**src/rtl/lcd_timing_gen_if.sv**
```systemverilog
`default_nettype none
// ============================================================================
// Module   : lcd_timing_gen_if
// Purpose  : Bundles the pixel-advance enable and the registered LCD timing
//            outputs (DE, syncs, column/row, line/frame strobes) so that the
//            timing generator and the pixel renderer share one port.
// Ports    : i_en           pixel advance enable (renderer/system -> generator)
//            o_de           data enable, high on visible pixels
//            o_hsync        horizontal sync
//            o_vsync        vertical sync
//            o_col          visible column, COL_W bits
//            o_row          visible row, ROW_W bits
//            o_line_start   strobe on first active pixel of each line
//            o_frame_start  strobe on pixel (0,0) of each frame
// Modports : master = timing generator, slave = consumer of the timing
// Revision : 1.0  initial release
// ============================================================================
interface lcd_timing_gen_if #(
   parameter int COL_W = 9,
   parameter int ROW_W = 9
);
   logic             i_en;
   logic             o_de;
   logic             o_hsync;
   logic             o_vsync;
   logic [COL_W-1:0] o_col;
   logic [ROW_W-1:0] o_row;
   logic             o_line_start;
   logic             o_frame_start;

   modport master (
      input  i_en,
      output o_de, o_hsync, o_vsync, o_col, o_row, o_line_start, o_frame_start
   );

   modport slave (
      output i_en,
      input  o_de, o_hsync, o_vsync, o_col, o_row, o_line_start, o_frame_start
   );
endinterface
`default_nettype wire

```
**src/rtl/lcd_timing_gen.sv**
```systemverilog
`default_nettype none
// ============================================================================
// Module   : lcd_timing_gen
// Purpose  : Parametrised DE/HSYNC/VSYNC timing generator for parallel RGB
//            LCD panels. Programmable porches, sync widths and polarities,
//            pixel-clock enable, line/frame strobes, all outputs registered.
// Ports    : i_clk   pixel clock
//            i_rst   synchronous reset, active-high
//            lcd     lcd_timing_gen_if.master (i_en in; o_de, o_hsync,
//                    o_vsync, o_col, o_row, o_line_start, o_frame_start out)
// Revision : 1.0  initial release
// ============================================================================
module lcd_timing_gen #(
   parameter int   H_ACTIVE = 480,
   parameter int   H_FP     = 2,
   parameter int   H_SYNC   = 41,
   parameter int   H_BP     = 2,
   parameter int   V_ACTIVE = 272,
   parameter int   V_FP     = 2,
   parameter int   V_SYNC   = 10,
   parameter int   V_BP     = 6,
   parameter logic HS_POL   = 1'b0,
   parameter logic VS_POL   = 1'b0,
   parameter int   COL_W    = 9,
   parameter int   ROW_W    = 9
) (
   input  logic                  i_clk,
   input  logic                  i_rst,
   lcd_timing_gen_if.master      lcd
);

   // State encoding: the numeric order is the traversal order, so a move to
   // a state with an equal or lower code means the sequence has wrapped.
   localparam logic [1:0] ST_SYNC   = 2'd0;
   localparam logic [1:0] ST_BP     = 2'd1;
   localparam logic [1:0] ST_ACTIVE = 2'd2;
   localparam logic [1:0] ST_FP     = 2'd3;

   // Next non-empty state after s. ACTIVE is never empty, so three skips
   // always suffice.
   function automatic logic [1:0] f_next(input logic [1:0] s, input logic [3:0] used);
      logic [1:0] n;
      n = s + 2'd1;
      for (int k = 0; k < 3; k++) begin
         if (!used[n]) n = n + 2'd1;
      end
      return n;
   endfunction

   // First non-empty state starting from SYNC (reset target).
   function automatic logic [1:0] f_first(input logic [3:0] used);
      logic [1:0] n;
      n = ST_SYNC;
      for (int k = 0; k < 3; k++) begin
         if (!used[n]) n = n + 2'd1;
      end
      return n;
   endfunction

   localparam int H_MAX_A = (H_ACTIVE > H_FP) ? H_ACTIVE : H_FP;
   localparam int H_MAX_B = (H_SYNC > H_BP) ? H_SYNC : H_BP;
   localparam int H_MAX   = (H_MAX_A > H_MAX_B) ? H_MAX_A : H_MAX_B;
   localparam int V_MAX_A = (V_ACTIVE > V_FP) ? V_ACTIVE : V_FP;
   localparam int V_MAX_B = (V_SYNC > V_BP) ? V_SYNC : V_BP;
   localparam int V_MAX   = (V_MAX_A > V_MAX_B) ? V_MAX_A : V_MAX_B;

   localparam int H_CNT_W = $clog2(H_MAX + 1);
   localparam int V_CNT_W = $clog2(V_MAX + 1);

   // Bit i set when state i has non-zero length.
   localparam logic [3:0] C_H_USED  = {(H_FP != 0), 1'b1, (H_BP != 0), (H_SYNC != 0)};
   localparam logic [3:0] C_V_USED  = {(V_FP != 0), 1'b1, (V_BP != 0), (V_SYNC != 0)};
   localparam logic [1:0] C_H_FIRST = f_first(C_H_USED);
   localparam logic [1:0] C_V_FIRST = f_first(C_V_USED);

   // Last in-state count of each state; empty states are never entered so
   // their value is irrelevant.
   localparam logic [H_CNT_W-1:0] C_H_LAST_SYNC = H_CNT_W'((H_SYNC > 0) ? H_SYNC - 1 : 0);
   localparam logic [H_CNT_W-1:0] C_H_LAST_BP   = H_CNT_W'((H_BP   > 0) ? H_BP   - 1 : 0);
   localparam logic [H_CNT_W-1:0] C_H_LAST_ACT  = H_CNT_W'(H_ACTIVE - 1);
   localparam logic [H_CNT_W-1:0] C_H_LAST_FP   = H_CNT_W'((H_FP   > 0) ? H_FP   - 1 : 0);
   localparam logic [V_CNT_W-1:0] C_V_LAST_SYNC = V_CNT_W'((V_SYNC > 0) ? V_SYNC - 1 : 0);
   localparam logic [V_CNT_W-1:0] C_V_LAST_BP   = V_CNT_W'((V_BP   > 0) ? V_BP   - 1 : 0);
   localparam logic [V_CNT_W-1:0] C_V_LAST_ACT  = V_CNT_W'(V_ACTIVE - 1);
   localparam logic [V_CNT_W-1:0] C_V_LAST_FP   = V_CNT_W'((V_FP   > 0) ? V_FP   - 1 : 0);
   localparam logic [H_CNT_W-1:0] C_H_ONE       = H_CNT_W'(1);
   localparam logic [V_CNT_W-1:0] C_V_ONE       = V_CNT_W'(1);

   // FSM state and counters
   logic [1:0]         h_state_q, h_state_d;
   logic [H_CNT_W-1:0] h_cnt_q,   h_cnt_d;
   logic [1:0]         v_state_q, v_state_d;
   logic [V_CNT_W-1:0] v_cnt_q,   v_cnt_d;

   // Registered outputs
   logic               de_q,    de_d;
   logic               hsync_q, hsync_d;
   logic               vsync_q, vsync_d;
   logic [COL_W-1:0]   col_q,   col_d;
   logic [ROW_W-1:0]   row_q,   row_d;
   logic               ls_q,    ls_d;
   logic               fs_q,    fs_d;

   logic               w_h_last, w_h_wrap, w_v_last;
   logic [1:0]         w_h_nxt,  w_v_nxt;
   logic               w_h_act,  w_v_act;

   // ------------------------------------------------------------------
   // State register (also holds the output registers)
   // ------------------------------------------------------------------
   always_ff @(posedge i_clk) begin
      if (i_rst) begin
         h_state_q <= C_H_FIRST;
         h_cnt_q   <= '0;
         v_state_q <= C_V_FIRST;
         v_cnt_q   <= '0;
         de_q      <= 1'b0;
         hsync_q   <= ~HS_POL;
         vsync_q   <= ~VS_POL;
         col_q     <= '0;
         row_q     <= '0;
         ls_q      <= 1'b0;
         fs_q      <= 1'b0;
      end else begin
         h_state_q <= h_state_d;
         h_cnt_q   <= h_cnt_d;
         v_state_q <= v_state_d;
         v_cnt_q   <= v_cnt_d;
         de_q      <= de_d;
         hsync_q   <= hsync_d;
         vsync_q   <= vsync_d;
         col_q     <= col_d;
         row_q     <= row_d;
         ls_q      <= ls_d;
         fs_q      <= fs_d;
      end
   end

   // ------------------------------------------------------------------
   // Next-state logic
   // ------------------------------------------------------------------
   always_comb begin
      w_h_last = 1'b0;
      case (h_state_q)
         ST_SYNC:   w_h_last = (h_cnt_q == C_H_LAST_SYNC);
         ST_BP:     w_h_last = (h_cnt_q == C_H_LAST_BP);
         ST_ACTIVE: w_h_last = (h_cnt_q == C_H_LAST_ACT);
         default:   w_h_last = (h_cnt_q == C_H_LAST_FP);
      endcase
      w_v_last = 1'b0;
      case (v_state_q)
         ST_SYNC:   w_v_last = (v_cnt_q == C_V_LAST_SYNC);
         ST_BP:     w_v_last = (v_cnt_q == C_V_LAST_BP);
         ST_ACTIVE: w_v_last = (v_cnt_q == C_V_LAST_ACT);
         default:   w_v_last = (v_cnt_q == C_V_LAST_FP);
      endcase

      w_h_nxt  = f_next(h_state_q, C_H_USED);
      w_v_nxt  = f_next(v_state_q, C_V_USED);
      // End of line: leaving the last non-empty state back towards SYNC.
      w_h_wrap = w_h_last && (w_h_nxt <= h_state_q);

      h_state_d = h_state_q;
      h_cnt_d   = h_cnt_q;
      v_state_d = v_state_q;
      v_cnt_d   = v_cnt_q;
      if (lcd.i_en) begin
         if (w_h_last) begin
            h_state_d = w_h_nxt;
            h_cnt_d   = '0;
         end else begin
            h_cnt_d   = h_cnt_q + C_H_ONE;
         end
         if (w_h_wrap) begin
            if (w_v_last) begin
               v_state_d = w_v_nxt;
               v_cnt_d   = '0;
            end else begin
               v_cnt_d   = v_cnt_q + C_V_ONE;
            end
         end
      end
   end

   // ------------------------------------------------------------------
   // Output logic (registered one clock later)
   // ------------------------------------------------------------------
   always_comb begin
      w_h_act = (h_state_q == ST_ACTIVE);
      w_v_act = (v_state_q == ST_ACTIVE);
      // Frozen timing: DE and strobes drop, everything else holds.
      de_d    = 1'b0;
      ls_d    = 1'b0;
      fs_d    = 1'b0;
      hsync_d = hsync_q;
      vsync_d = vsync_q;
      col_d   = col_q;
      row_d   = row_q;
      if (lcd.i_en) begin
         de_d    = w_h_act && w_v_act;
         ls_d    = de_d && (h_cnt_q == '0);
         fs_d    = ls_d && (v_cnt_q == '0);
         hsync_d = (h_state_q == ST_SYNC) ? HS_POL : ~HS_POL;
         vsync_d = (v_state_q == ST_SYNC) ? VS_POL : ~VS_POL;
         col_d   = de_d    ? COL_W'(h_cnt_q) : '0;
         row_d   = w_v_act ? ROW_W'(v_cnt_q) : '0;
      end
   end

   assign lcd.o_de          = de_q;
   assign lcd.o_hsync       = hsync_q;
   assign lcd.o_vsync       = vsync_q;
   assign lcd.o_col         = col_q;
   assign lcd.o_row         = row_q;
   assign lcd.o_line_start  = ls_q;
   assign lcd.o_frame_start = fs_q;

endmodule
`default_nettype wire

```
**src/flat_wrapper.sv**
```systemverilog
// flat-port wrapper written by rule: the top's interface ports become plain ports
module lcd_timing_gen_flat 
#(
   parameter int   H_ACTIVE = 480,
   parameter int   H_FP     = 2,
   parameter int   H_SYNC   = 41,
   parameter int   H_BP     = 2,
   parameter int   V_ACTIVE = 272,
   parameter int   V_FP     = 2,
   parameter int   V_SYNC   = 10,
   parameter int   V_BP     = 6,
   parameter logic HS_POL   = 1'b0,
   parameter logic VS_POL   = 1'b0,
   parameter int   COL_W    = 9,
   parameter int   ROW_W    = 9
)
  (i_clk, i_rst, lcd_i_en, lcd_o_de, lcd_o_hsync, lcd_o_vsync, lcd_o_col, lcd_o_row, lcd_o_line_start, lcd_o_frame_start);
  lcd_timing_gen_if #(.COL_W(COL_W), .ROW_W(ROW_W)) lcd_i ();
  input  logic i_clk;
  input  logic i_rst;
  input wire logic [$bits(lcd_i.i_en)-1:0] lcd_i_en;
  output wire logic [$bits(lcd_i.o_de)-1:0] lcd_o_de;
  output wire logic [$bits(lcd_i.o_hsync)-1:0] lcd_o_hsync;
  output wire logic [$bits(lcd_i.o_vsync)-1:0] lcd_o_vsync;
  output wire logic [$bits(lcd_i.o_col)-1:0] lcd_o_col;
  output wire logic [$bits(lcd_i.o_row)-1:0] lcd_o_row;
  output wire logic [$bits(lcd_i.o_line_start)-1:0] lcd_o_line_start;
  output wire logic [$bits(lcd_i.o_frame_start)-1:0] lcd_o_frame_start;
  assign lcd_i.i_en = lcd_i_en;
  assign lcd_o_de = lcd_i.o_de;
  assign lcd_o_hsync = lcd_i.o_hsync;
  assign lcd_o_vsync = lcd_i.o_vsync;
  assign lcd_o_col = lcd_i.o_col;
  assign lcd_o_row = lcd_i.o_row;
  assign lcd_o_line_start = lcd_i.o_line_start;
  assign lcd_o_frame_start = lcd_i.o_frame_start;
  lcd_timing_gen #(.H_ACTIVE(H_ACTIVE), .H_FP(H_FP), .H_SYNC(H_SYNC), .H_BP(H_BP), .V_ACTIVE(V_ACTIVE), .V_FP(V_FP), .V_SYNC(V_SYNC), .V_BP(V_BP), .HS_POL(HS_POL), .VS_POL(VS_POL), .COL_W(COL_W), .ROW_W(ROW_W)) u_core (.i_clk(i_clk), .i_rst(i_rst), .lcd(lcd_i));
endmodule
```
**config.mk**
```make
export PLATFORM = sky130hd
export DESIGN_NAME = lcd_timing_gen_flat
export DESIGN_NICKNAME = d
export VERILOG_FILES = /design/src/rtl/lcd_timing_gen_if.sv /design/src/rtl/lcd_timing_gen.sv /design/src/flat_wrapper.sv
export SDC_FILE = /design/constraint.sdc
export NUM_CORES = 1
export LEC_CHECK = 0
export BUFFER_PORTS_ARGS = -buffer_cell sky130_fd_sc_hd__buf_2
export CORE_MARGIN = 4
export CORE_UTILIZATION = 40
export CTS_CLUSTER_SIZE = 14
export DETAILED_ROUTE_END_ITERATION = 10
export HOLD_SLACK_MARGIN = 0.08
export PLACE_DENSITY_LB_ADDON = 0.12
export RECOVER_POWER = 100
export SLEW_MARGIN = 40
export SYNTH_ARGS = -nofsm -noshare
export SYNTH_HDL_FRONTEND = slang
export SYNTH_SLANG_ARGS = --single-unit
```
**constraint.sdc**
```tcl
create_clock -name i_clk -period 2.5 [get_ports i_clk]
set_input_delay 0.75 -clock i_clk [delete_from_list [all_inputs] [get_ports i_clk]]
set_output_delay 0.75 -clock i_clk [all_outputs]
set_load 0.005 [all_outputs]
```
# ---- Word level (Yosys, flattened, before mapping)
# Index checks and enable logic that the tools add are counted.
# Widths: inputs -> output; s select.
dict set report word_totals {
  reg_bits 45
  latch_bits 0
  mem_bits_rw 0
  romBits 0
  input_bits 3
  output_inout_bits 23
  word_cells 77
  mem_count 0
}
dict set report classes {
  addsub 10
  n_mul 0
  n_div 0
  order_cmp 7
  n_eq_ne 10
  shift 0
  muxes 26
  n_bitwise 1
  n_reduce_logical 12
}
# cell n
set ops {}
lappend ops {{$mux 9} 4}
lappend ops {{$add 9x1->9 const B} 2}
lappend ops {{$eq 9x1->1 const B} 2}
lappend ops {{$eq 9x9->1 const B} 2}
lappend ops {{$logic_not 9->1} 2}
lappend ops {{$lt 2x3->1 const B} 6}
lappend ops {{$add 2x1->2 const B} 8}
lappend ops {{$bmux 1 s2} 6}
lappend ops {{$mux 2} 6}
lappend ops {{$eq 9x3->1 const B} 1}
lappend ops {{$eq 9x4->1 const B} 1}
lappend ops {{$eq 9x6->1 const B} 1}
lappend ops {{$mux 1} 8}
lappend ops {{$eq 2x2->1 const B} 2}
lappend ops {{$logic_and 1x1->1} 4}
lappend ops {{$logic_not 2->1} 2}
lappend ops {{$reduce_and 2->1} 2}
lappend ops {{$pmux 1 s3} 1}
lappend ops {{$reduce_and 3->1} 1}
lappend ops {{$eq 2x1->1 const B} 1}
lappend ops {{$le 2x2->1} 1}
lappend ops {{$pmux 1 s2} 1}
lappend ops {{$reduce_or 2->1} 1}
lappend ops {{$not 1->1} 1}

# ---- Depth between registers and ports, before layout
# Gate-level depths: netlist (run 1).
dict set report depth {
  word_depth 13
  ltp_mapped 8
  depth_no_buf 7
}

# ---- Worst setup path after synthesis (run 1)
# OpenSTA, ideal clock, no wires.
dict set report synth_timing {
  path_type {register to register}
  startpoint {reg u_core.h_cnt_q[2]}
  endpoint {reg u_core.v_cnt_q[5]}
  t_arrival_ns 2.332
  required_ns 2.430
  setup_slack_ns 0.097
  path_stages_with_launch 7
  period_less_slack_ns 2.403
  path_cell_list {dfxtp_1 -> or4_4 -> o32a_1 -> or3_1 -> buf_2 -> or4_1 -> a21oi_1}
}
dict set report synth_via {
  elab_chain_cells 4
  word_cells_on_any_way 6
  cone_classes {3 x eq/ne; 1 x mux; 2 x reduce/logical}
}
# element line_no
set synth_rtl {}
lappend synth_rtl {{start: declaration} lcd_timing_gen.sv:91} ;# logic [H_CNT_W-1:0] h_cnt_q, h_cnt_d;
lappend synth_rtl {{start signal: assignment} lcd_timing_gen.sv:126} ;# h_cnt_q <= h_cnt_d;
lappend synth_rtl {{$eq 9x1->1, or another cell as far along} {lcd_timing_gen.sv:146, lcd_timing_gen.sv:148}}
lappend synth_rtl {{$pmux 1 s2 *} lcd_timing_gen.sv:144} ;# case (h_state_q)
lappend synth_rtl {{$logic_and 1x1->1 *} lcd_timing_gen.sv:161} ;# w_h_wrap = w_h_last && (w_h_nxt <= h_state_q);
lappend synth_rtl {{$reduce_and 2->1 (no line) *} n/a}
lappend synth_rtl {{end signal: assignment} lcd_timing_gen.sv:128} ;# v_cnt_q <= v_cnt_d;
lappend synth_rtl {{end: declaration} lcd_timing_gen.sv:93} ;# logic [V_CNT_W-1:0] v_cnt_q, v_cnt_d;
# Every way passes the cells marked *; elsewhere a longest branch is shown, timed or not.
# A chain may end at the register's enable or synchronous reset.

# ---- Final worst setup path (run 1)
dict set report layout_timing {
  startpoint {reg u_core.h_cnt_q[4]}
  endpoint {reg u_core.v_cnt_q[5]}
}
# The elaborated chain is that of the path after synthesis.

==> impl_metrics.tcl, run 1 <==
set metrics [dict create \
    die_y_um 80.1 \
    fin_setup_tns_ns 0 \
    crit_fanout 5 \
    crit_path_end_kind "register" \
    maxCapViolCount 0 \
    status "finished, final reports clean" \
    core-area_um2 4880 \
    dp_cells 321 \
    worstMarginPinSlew_ns 0.653 \
    num-nets-final 276 \
    fin_crit_ns 2.35 \
    cts_setup_buffers 0 \
    slowest_stage "or4_4" \
    worstSetupPathType "register to register" \
    drtIter0Drc 91 \
    cts-root-buf "clkbuf_8" \
    cts_buffer_depth 2 \
    cts_made_buffers 5 \
    viasPerCell 5.14 \
    cts_hold_buf 0 \
    chipWidth_um 80.1 \
    rows 25 \
    wl_per_cell_um 13.8 \
    fmax_mhz 426 \
    die_area_um2 6410 \
    rsz0062_at_grt "false" \
    antenna_found_initial 0 \
    power_switching_uw 280 \
    overflow 0 \
    grt_pass1_wl_um 7580 \
    worstPathArrival_ns 2.58 \
    holdWs_ns 0.467 \
    io_buffers 25 \
    critical_path.max_stage_delay_ns 0.54 \
    switching_share_pct 19.8 \
    gp_congestion 0.836 \
    power_density_nw_per_um2 584 \
    dr.pass1.iters 4 \
    grt_pass1_vias 1534 \
    antenna_left 0 \
    clock_latency_ns 0.29 \
    comb_power_share_pct 3.6 \
    synth_edf_count 0 \
    drive_gt1_share_pct 13.0 \
    hold_viol_final 0 \
    yosysWarningCount 0 \
    crit_path_start_kind "register" \
    worstPathCellList "or4_4 > o32a_1 > or3_1 > or4_1 > a21oi_1" \
    hpwl_um 3270 \
    grt_use_total_pct 15.1 \
    h-tree-depth 2 \
    num_vias 1692 \
    mostFrequentLayoutCells "dfxtp_1, nand3_1, buf_2" \
    final_common_cell "dfxtp_1" \
    p_seq_share_pct 51.3 \
    required_ns 2.73 \
    clkPwrFrac_pct 45.1 \
    hold_class "register to register" \
    synth_ff_type "dfxtp_1" \
    syn-num-nets 246 \
    finalNonFillerCells 329 \
    synthArstFlopShare_pct 0 \
    start_util_pct 42.6 \
    syn-cell-area_um2 2080 \
    post_synth.cell_area_avg_um2 8.99 \
    grt_max_degree 27 \
    netlist_instances 231 \
    synth_cell_type_count 37 \
    cts_tree "done" \
    clock_skew_ns 0.00769 \
    ys_seq_area_share_pct 43.4 \
    post-route-period-util_pct 94.0 \
    path_clk_slew_ns 0.08 \
    slew_headroom_pct 56.4 \
    wl_um 4540 \
    setup_viol 0 \
    p_int_uw 1140 \
    syn_to_final_growth_pct 16.7 \
    ios 26 \
    vdd_drop_max_mv 0.394 \
    cts_resized 0 \
    drc 0 \
    slew_viol_final 0 \
    synth_seq_cells 45 \
    total_leakage_power_uw 0.000989 \
    diodes 0 \
    cts.sinks 45 \
]
## registers in the layout, indices dropped and copies added (netlist names)
name                      count
u_core.h_cnt_q                9
u_core.h_state_q              2
u_core.lcd.o_col              9
u_core.lcd.o_de               1
u_core.lcd.o_frame_start      1
u_core.lcd.o_hsync            1
u_core.lcd.o_line_start       1
u_core.lcd.o_row              9
u_core.lcd.o_vsync            1
u_core.v_cnt_q                9
u_core.v_state_q              2
## synthesized netlist by cell type, types with 2 or more instances
cell | instances | share of area [%]
nand2_1 | 12 | 2.2
inv_1 | 10 | 1.8
o21ai_0 | 4 | 0.96
and3_1 | 3 | 0.90
nand4_1 | 7 | 2.1
a22o_1 | 8 | 3.4
nor4b_1 | 2 | 0.84
ha_1 | 12 | 7.2
or3_1 | 2 | 0.60
and3b_1 | 3 | 1.3
o211ai_1 | 2 | 0.72
xor2_1 | 10 | 4.2
xnor2_1 | 6 | 2.5
nand2b_1 | 11 | 3.3
or4_1 | 3 | 1.1
mux2i_1 | 2 | 0.96
dfxtp_1 | 45 | 43
clkbuf_1 | 12 | 2.2
nand3_1 | 20 | 4.8
a32o_1 | 2 | 0.96
nor3_1 | 9 | 2.2
a21oi_1 | 16 | 3.9
nor3b_1 | 2 | 0.72
nor2_1 | 15 | 2.7
## worst max-delay path, delay by kind of cell, from the launching register on
kind | cells | cell delay [ns]
and+or+nand+nor | 3 | 1.44
AOI/OAI and AO/OA | 2 | 0.48
DFF | 1 | 0.37
## per-stage QoR
| step | setup slack (ns) | util [%] | instance area [um^2] | total power (uW) |
|---|---|---|---|---|
| detailed placement | 0.171 | 47.5 | 2320 | 798 |
| global route | 0.0278 | 49.7 | 2420 | 1480 |
| global placement | 0.200 | 47.5 | 2320 | 798 |
| floorplan | 0.0971 | - | 2080 | 778 |
| CTS | 0.150 | 50.3 | 2450 | 1440 |
| finish | 0.151 | 49.7 | 2420 | 1420 |
## cell families after synthesis
kind of cell / after synthesis / synth area share (%)
compound gates: 41 / 13.5
xor+xnor: 16 / 6.75
fa+ha+maj: 12 / 7.23
buf+inv: 23 / 4.22
flops: 45 / 43.4
mux: 2 / 0.964
simple gates: 92 / 24.0
## routing by layer
metal	vias up	wire length [um]	share of wire, %	GRT usage, %
li1	875	-	-	-
met3	4	253	5.6	3.48
met4	0	39	0.86	4.05
met5	-	0	0	0
met1	766	2370	52	22.9
met2	47	1880	41	20.9
## power by group through the flow
stage                     logic [uW]  registers, uW  clock network, uW
after floorplan                 35.4            743                  0
after global placement          54.2            744                  0
after detailed placement        53.7            744                  0
after CTS                       53.8            727                658
after global routing            58.1            728                690
final                           51.1            727                639
## path summary, 6_finish.rpt
path / startpoint / endpoint / slack (ns) / cells past startpoint
min: u_core.lcd.o_row[6] / u_core.lcd.o_row[6] / 0.47 / 2
min reg2reg: u_core.lcd.o_row[6] / u_core.lcd.o_row[6] / 0.47 / 2
max: u_core.h_cnt_q[4] / u_core.v_cnt_q[5] / 0.15 / 5
max reg2reg: u_core.h_cnt_q[4] / u_core.v_cnt_q[5] / 0.15 / 5
## cell type report
type	instances	area (um^2)
clock inverters	3	65.1
well taps	67	83.8
flip-flops and latches	45	901
fillers	495	2450
repair buffers	36	180
clock buffers	5	68.8
inverters	10	37.5
multi-input cells	163	1090
No activity file was read; power rests on OpenSTA's default activity.
==> run 2: changes to the inputs <==
--- a/config.mk
+++ b/config.mk
@@ -5,9 +5,9 @@
 export SDC_FILE = /design/constraint.sdc
 export NUM_CORES = 1
 export LEC_CHECK = 0
-export BUFFER_PORTS_ARGS = -buffer_cell sky130_fd_sc_hd__buf_2
+export BUFFER_PORTS_ARGS = -buffer_cell sky130_fd_sc_hd__buf_4
 export CORE_MARGIN = 4
-export CORE_UTILIZATION = 40
+export CORE_UTILIZATION = 28
 export CTS_CLUSTER_SIZE = 14
 export DETAILED_ROUTE_END_ITERATION = 10
 export HOLD_SLACK_MARGIN = 0.08
==> run 2 against run 1 <==
Non-clock buffer count fell by 2. Count of clock-buffer cells in the layout did not move. Largest cell class unchanged. Largest power group unchanged. First-iteration DRC count fell by 3.3%. Clock skew fell by 0.0026 ns. Register-to-register slack barely moved. Total power fell by 7.1%. Combinational power rose by 3%. Final cell count rose by 8.8%. Core utilization fell by 15 points. Critical path depth did not move. Sequential share of layout area fell by 1.0 points.
==> impl_metrics.tcl, run 2 (synthesized netlist as in run 1, its figures left out) <==
set metrics [dict create \
    status "finished, final reports clean" \
    die_area_um2 8860 \
    grt_max_degree 28 \
    fmax_mhz 425 \
    crit_path_end_kind "register" \
    slew_viol_final 0 \
    power_density_nw_per_um2 527 \
    mostFrequentLayoutCells "dfxtp_1, clkbuf_4, nand3_1" \
    io_buffers 25 \
    wl_per_cell_um 13.8 \
    fin_crit_ns 2.36 \
    hold_path_depth 2 \
    hold_class "register to register" \
    reg2reg_slack_ns 0.14 \
    overflow 0 \
    diodes 0 \
    crit_fanout 5 \
    worst_r2r_path_depth 5 \
    drc 0 \
    die_y_um 94.1 \
    cts-root-buf "clkbuf_8" \
    viasPerCell 4.80 \
    holdWs_ns 0.473 \
    post-route-period-util_pct 94.2 \
    antenna_left 0 \
    hpwl_um 3610 \
    grt_use_total_pct 12.1 \
    reg2reg_from "u_core.h_cnt_q[4]" \
    drtIter0Drc 88 \
    required_ns 2.73 \
    clock_skew_ns 0.00509 \
    cts_resized 0 \
    cts_buffer_depth 2 \
    gp_congestion 0.770 \
    drive_gt1_share_pct 15.1 \
    cts_hold_buf 0 \
    place_ws_ns 0.145 \
    wl_um 4960 \
    rows 31 \
    grt_pass1_wl_um 8420 \
    core-area_um2 7210 \
    worstMarginPinSlew_ns 0.604 \
    num_vias 1718 \
    final_common_cell "dfxtp_1" \
    critical_path.max_stage_delay_ns 0.54 \
    r2r_end "u_core.v_cnt_q[5]" \
    cts_made_buffers 5 \
    h-tree-depth 2 \
    total_leakage_power_uw 0.000984 \
    maxCapViolCount 0 \
    worstPathArrival_ns 2.59 \
    crit_path_start_kind "register" \
    syn_to_final_growth_pct 20.1 \
    antenna_found_initial 0 \
    whs_endpoint "u_core.lcd.o_row[4]" \
    min_from "u_core.lcd.o_row[4]" \
    worstPathCellList "or4_4 > o32a_1 > or3_1 > or4_1 > a21oi_1" \
    fin_setup_tns_ns 0 \
    chipWidth_um 94.1 \
    fin_ws_ns 0.144 \
    ios 26 \
    vdd_drop_max_mv 0.201 \
    cts_setup_buffers 0 \
    slowest_stage "or4_4" \
    dr.pass1.iters 4 \
    hold_viol_final 0 \
    cts_tree "done" \
    slew_headroom_pct 59.7 \
    worstSetupPathType "register to register" \
    num-nets-final 274 \
    start_util_pct 28.8 \
    path_clk_slew_ns 0.08 \
    grt_pass1_vias 1660 \
    clock_latency_ns 0.30 \
    cts.sinks 45 \
    rsz0062_at_grt "false" \
    setup_viol 0 \
]
-- run 2: changes by cell type in the layout (fill, tap and decap cells not counted), sizes merged --
cell,previous run,this run
clkbuf,17,32
bufinv,2,1
buf,24,7
-- run 2: how the worst max path moves through the flow --
stage | startpoint | to | depth (start not counted)
3_5_place_dp | u_core.h_cnt_q[4] | u_core.v_cnt_q[5] | 5
4_1_cts | u_core.h_cnt_q[4] | u_core.v_cnt_q[5] | 5
6_report | u_core.h_cnt_q[4] | u_core.v_cnt_q[5] | 5
3_3_place_gp | u_core.h_cnt_q[4] | u_core.v_cnt_q[5] | 5
5_1_grt | u_core.h_state_q[0] | u_core.v_cnt_q[5] | 7
2_1_floorplan | u_core.h_cnt_q[2] | u_core.v_cnt_q[5] | 6
-- run 2: worst max-delay path, delay by kind of cell (launching register included) --
family             cells  cell delay [ns]
DFF                    1             0.36
and+or+nand+nor        3             1.44
AOI/OAI and AO/OA      2             0.49
-- run 2: layout make-up --
cell class | count | area, um^2
multi-input combinational | 163 | 1090
timing repair buffer | 34 | 240
clock buffer | 5 | 68.8
inverter | 10 | 37.5
fill | 795 | 4720
sequential | 45 | 901
clock inverter | 2 | 35.0
tap | 99 | 124
-- run 2: through the flow --
step,std cells,instance area (um^2),power (uW),util [%]
after CTS,358,2510,1340,34.8
after global placement,351,2410,801,33.4
after global routing,358,2490,1380,34.6
final,358,2490,1320,34.6
after floorplan,231,2080,778,-
after detailed placement,351,2410,800,33.4
-- run 2: routing by layer --
metal  up-vias  wire, um  GRT usage (%)
met5         -         0              0
met4         0        85           4.81
met3         6       172           2.64
met2        31      2020           16.5
met1       803      2680           18.1
li1        878         -              -
-- run 2: power breakdown --
part	internal [uW]	total, uW	leakage (uW)	switching (uW)
clock network	291	536	0.0000540	245
registers	721	727	0.000363	6.40
logic	19.9	52.5	0.000567	32.5
==> run 3: changes to the inputs <==
--- a/config.mk
+++ b/config.mk
@@ -6,8 +6,9 @@
 export NUM_CORES = 1
 export LEC_CHECK = 0
 export BUFFER_PORTS_ARGS = -buffer_cell sky130_fd_sc_hd__buf_4
+export CAP_MARGIN = 25
 export CORE_MARGIN = 4
-export CORE_UTILIZATION = 28
+export CORE_UTILIZATION = 51
 export CTS_CLUSTER_SIZE = 14
 export DETAILED_ROUTE_END_ITERATION = 10
 export HOLD_SLACK_MARGIN = 0.08
==> run 3 against run 2 <==
Fmax down 0.91%. Total power down 8.1%. Critical path depth unchanged. Worst setup slack worse by 0.022 ns. Count of clock-buffer cells in the layout up 1. Hold slack worse by 0.0012 ns. Largest cell class unchanged. Core utilization up 28 points. Design area down 4.3%. Clock power down 20%. Largest power group unchanged. Final cell count down 15%.
==> impl_metrics.tcl, run 3 (synthesized netlist as in run 1, its figures left out) <==
set metrics [dict create \
    cts_tree "done" \
    grt_pass1_wl_um 7670 \
    place_area_um2 2320 \
    cts_buffer_depth 2 \
    drive_gt1_share_pct 14.0 \
    critical_path.max_stage_delay_ns 0.64 \
    cts_resized 0 \
    drtIter0Drc 120 \
    power_switching_uw 275 \
    viasPerCell 5.70 \
    power_density_nw_per_um2 507 \
    switching_share_pct 22.8 \
    clock_skew_ns 0.00428 \
    num_vias 1740 \
    crit_fanout 22 \
    grt_pass1_vias 1559 \
    cts_setup_buffers 0 \
    place_ws_ns 0.168 \
    required_ns 2.72 \
    critical_path_buf_inv_count 1 \
    antenna_left 0 \
    p_int_uw 934 \
    clock_latency_ns 0.29 \
    final_cell_area_um2 2390 \
    num-nets-final 271 \
    wl_um 4540 \
    syn_to_final_growth_pct 14.9 \
    h-tree-depth 2 \
    rsz0062_at_grt "false" \
    maxCapViolCount 0 \
    p_seq_share_pct 60.1 \
    drc 0 \
    wl_per_cell_um 14.9 \
    clkPwrFrac_pct 35.6 \
    overflow 0 \
    mostFrequentLayoutCells "dfxtp_1, clkbuf_4, nand3_1" \
    cts_made_buffers 5 \
    antenna_found_initial 0 \
    comb_power_share_pct 4.3 \
    path_clk_slew_ns 0.08 \
    post-route-period-util_pct 95.1 \
    die_area_um2 5160 \
    worstPathArrival_ns 2.60 \
    vdd_drop_max_mv 0.397 \
    hpwl_um 3250 \
    worstPathCellList "clkbuf_1 > nand4_1 > or4_1 > xor2_1 > nor3_1" \
    dr.pass1.iters 4 \
    fin_setup_tns_ns 0 \
    total_leakage_power_uw 0.000959 \
    chipWidth_um 71.8 \
    worstSetupPathType "input pin to register" \
    hold_viol_final 0 \
    fmax_mhz 421 \
    cts_hold_buf 0 \
    fin_crit_ns 2.38 \
    cp_top_family "simple AND/OR/NAND/NOR gates" \
    crit_path_end_kind "register" \
    slew_headroom_pct 41.5 \
    holdWs_ns 0.471 \
    hold_class "register to register" \
    rows 22 \
    ios 26 \
    diodes 0 \
    fin_ws_ns 0.123 \
    crit_path_start_kind "input pin" \
    worstMarginPinSlew_ns 0.877 \
    setup_viol 0 \
    status "finished, final reports clean" \
    cts-root-buf "clkbuf_8" \
    grt_max_degree 28 \
    start_util_pct 54.7 \
    core-area_um2 3800 \
    slowest_stage "clkbuf_1" \
    cts.sinks 45 \
    grt_use_total_pct 18.7 \
    io_buffers 25 \
    slew_viol_final 0 \
    gp_congestion 0.881 \
    final_common_cell "dfxtp_1" \
    die_y_um 71.8 \
]
[run 3: final timing paths]
path,from,end,slack [ns],cells after the start
max reg2reg,u_core.h_cnt_q[4],u_core.v_cnt_q[5],0.16,5
max,lcd_i_en,u_core.v_cnt_q[6],0.12,5
min reg2reg,u_core.lcd.o_row[8],u_core.lcd.o_row[8],0.47,2
min,u_core.lcd.o_row[8],u_core.lcd.o_row[8],0.47,2
[run 3: metrics by stage]
stage          power, uW  std cells  utilization [%]
2_1_floorplan        778        231                -
3_3_place_gp         798        297             61.1
3_5_place_dp         798        297             61.1
4_1_cts             1220        305             63.2
5_1_grt             1260        305             62.8
6_report            1210        305             62.8
[run 3: power by group through the flow]
| stage | registers [uW] | logic [uW] | clock network [uW] |
|---|---|---|---|
| finish | 727 | 51.7 | 430 |
| global route | 728 | 59.0 | 472 |
| CTS | 727 | 54.5 | 443 |
| detailed placement | 744 | 54.1 | 0 |
| global placement | 744 | 54.1 | 0 |
| floorplan | 743 | 35.4 | 0 |
[run 3: layout make-up]
type / count / area, um^2
fill: 364 / 1410
multi-input combinational: 163 / 1090
sequential: 45 / 901
timing repair buffer: 31 / 218
clock buffer: 6 / 72.6
tap: 48 / 60.1
inverter: 10 / 37.5
clock inverter: 2 / 10.0
[run 3: worst min-delay path, cell delays in order (launching register included)]
cell	delay [ns]
dfxtp_1	0.31
nand2b_1	0.06
a21oi_1	0.05
[run 3: metal layers]
metal  global-route usage, %  share of wire, %
met1                    28.0                50
met5                       0                 0
met2                    26.2                43
met4                    6.26               1.2
met3                    4.21               5.7
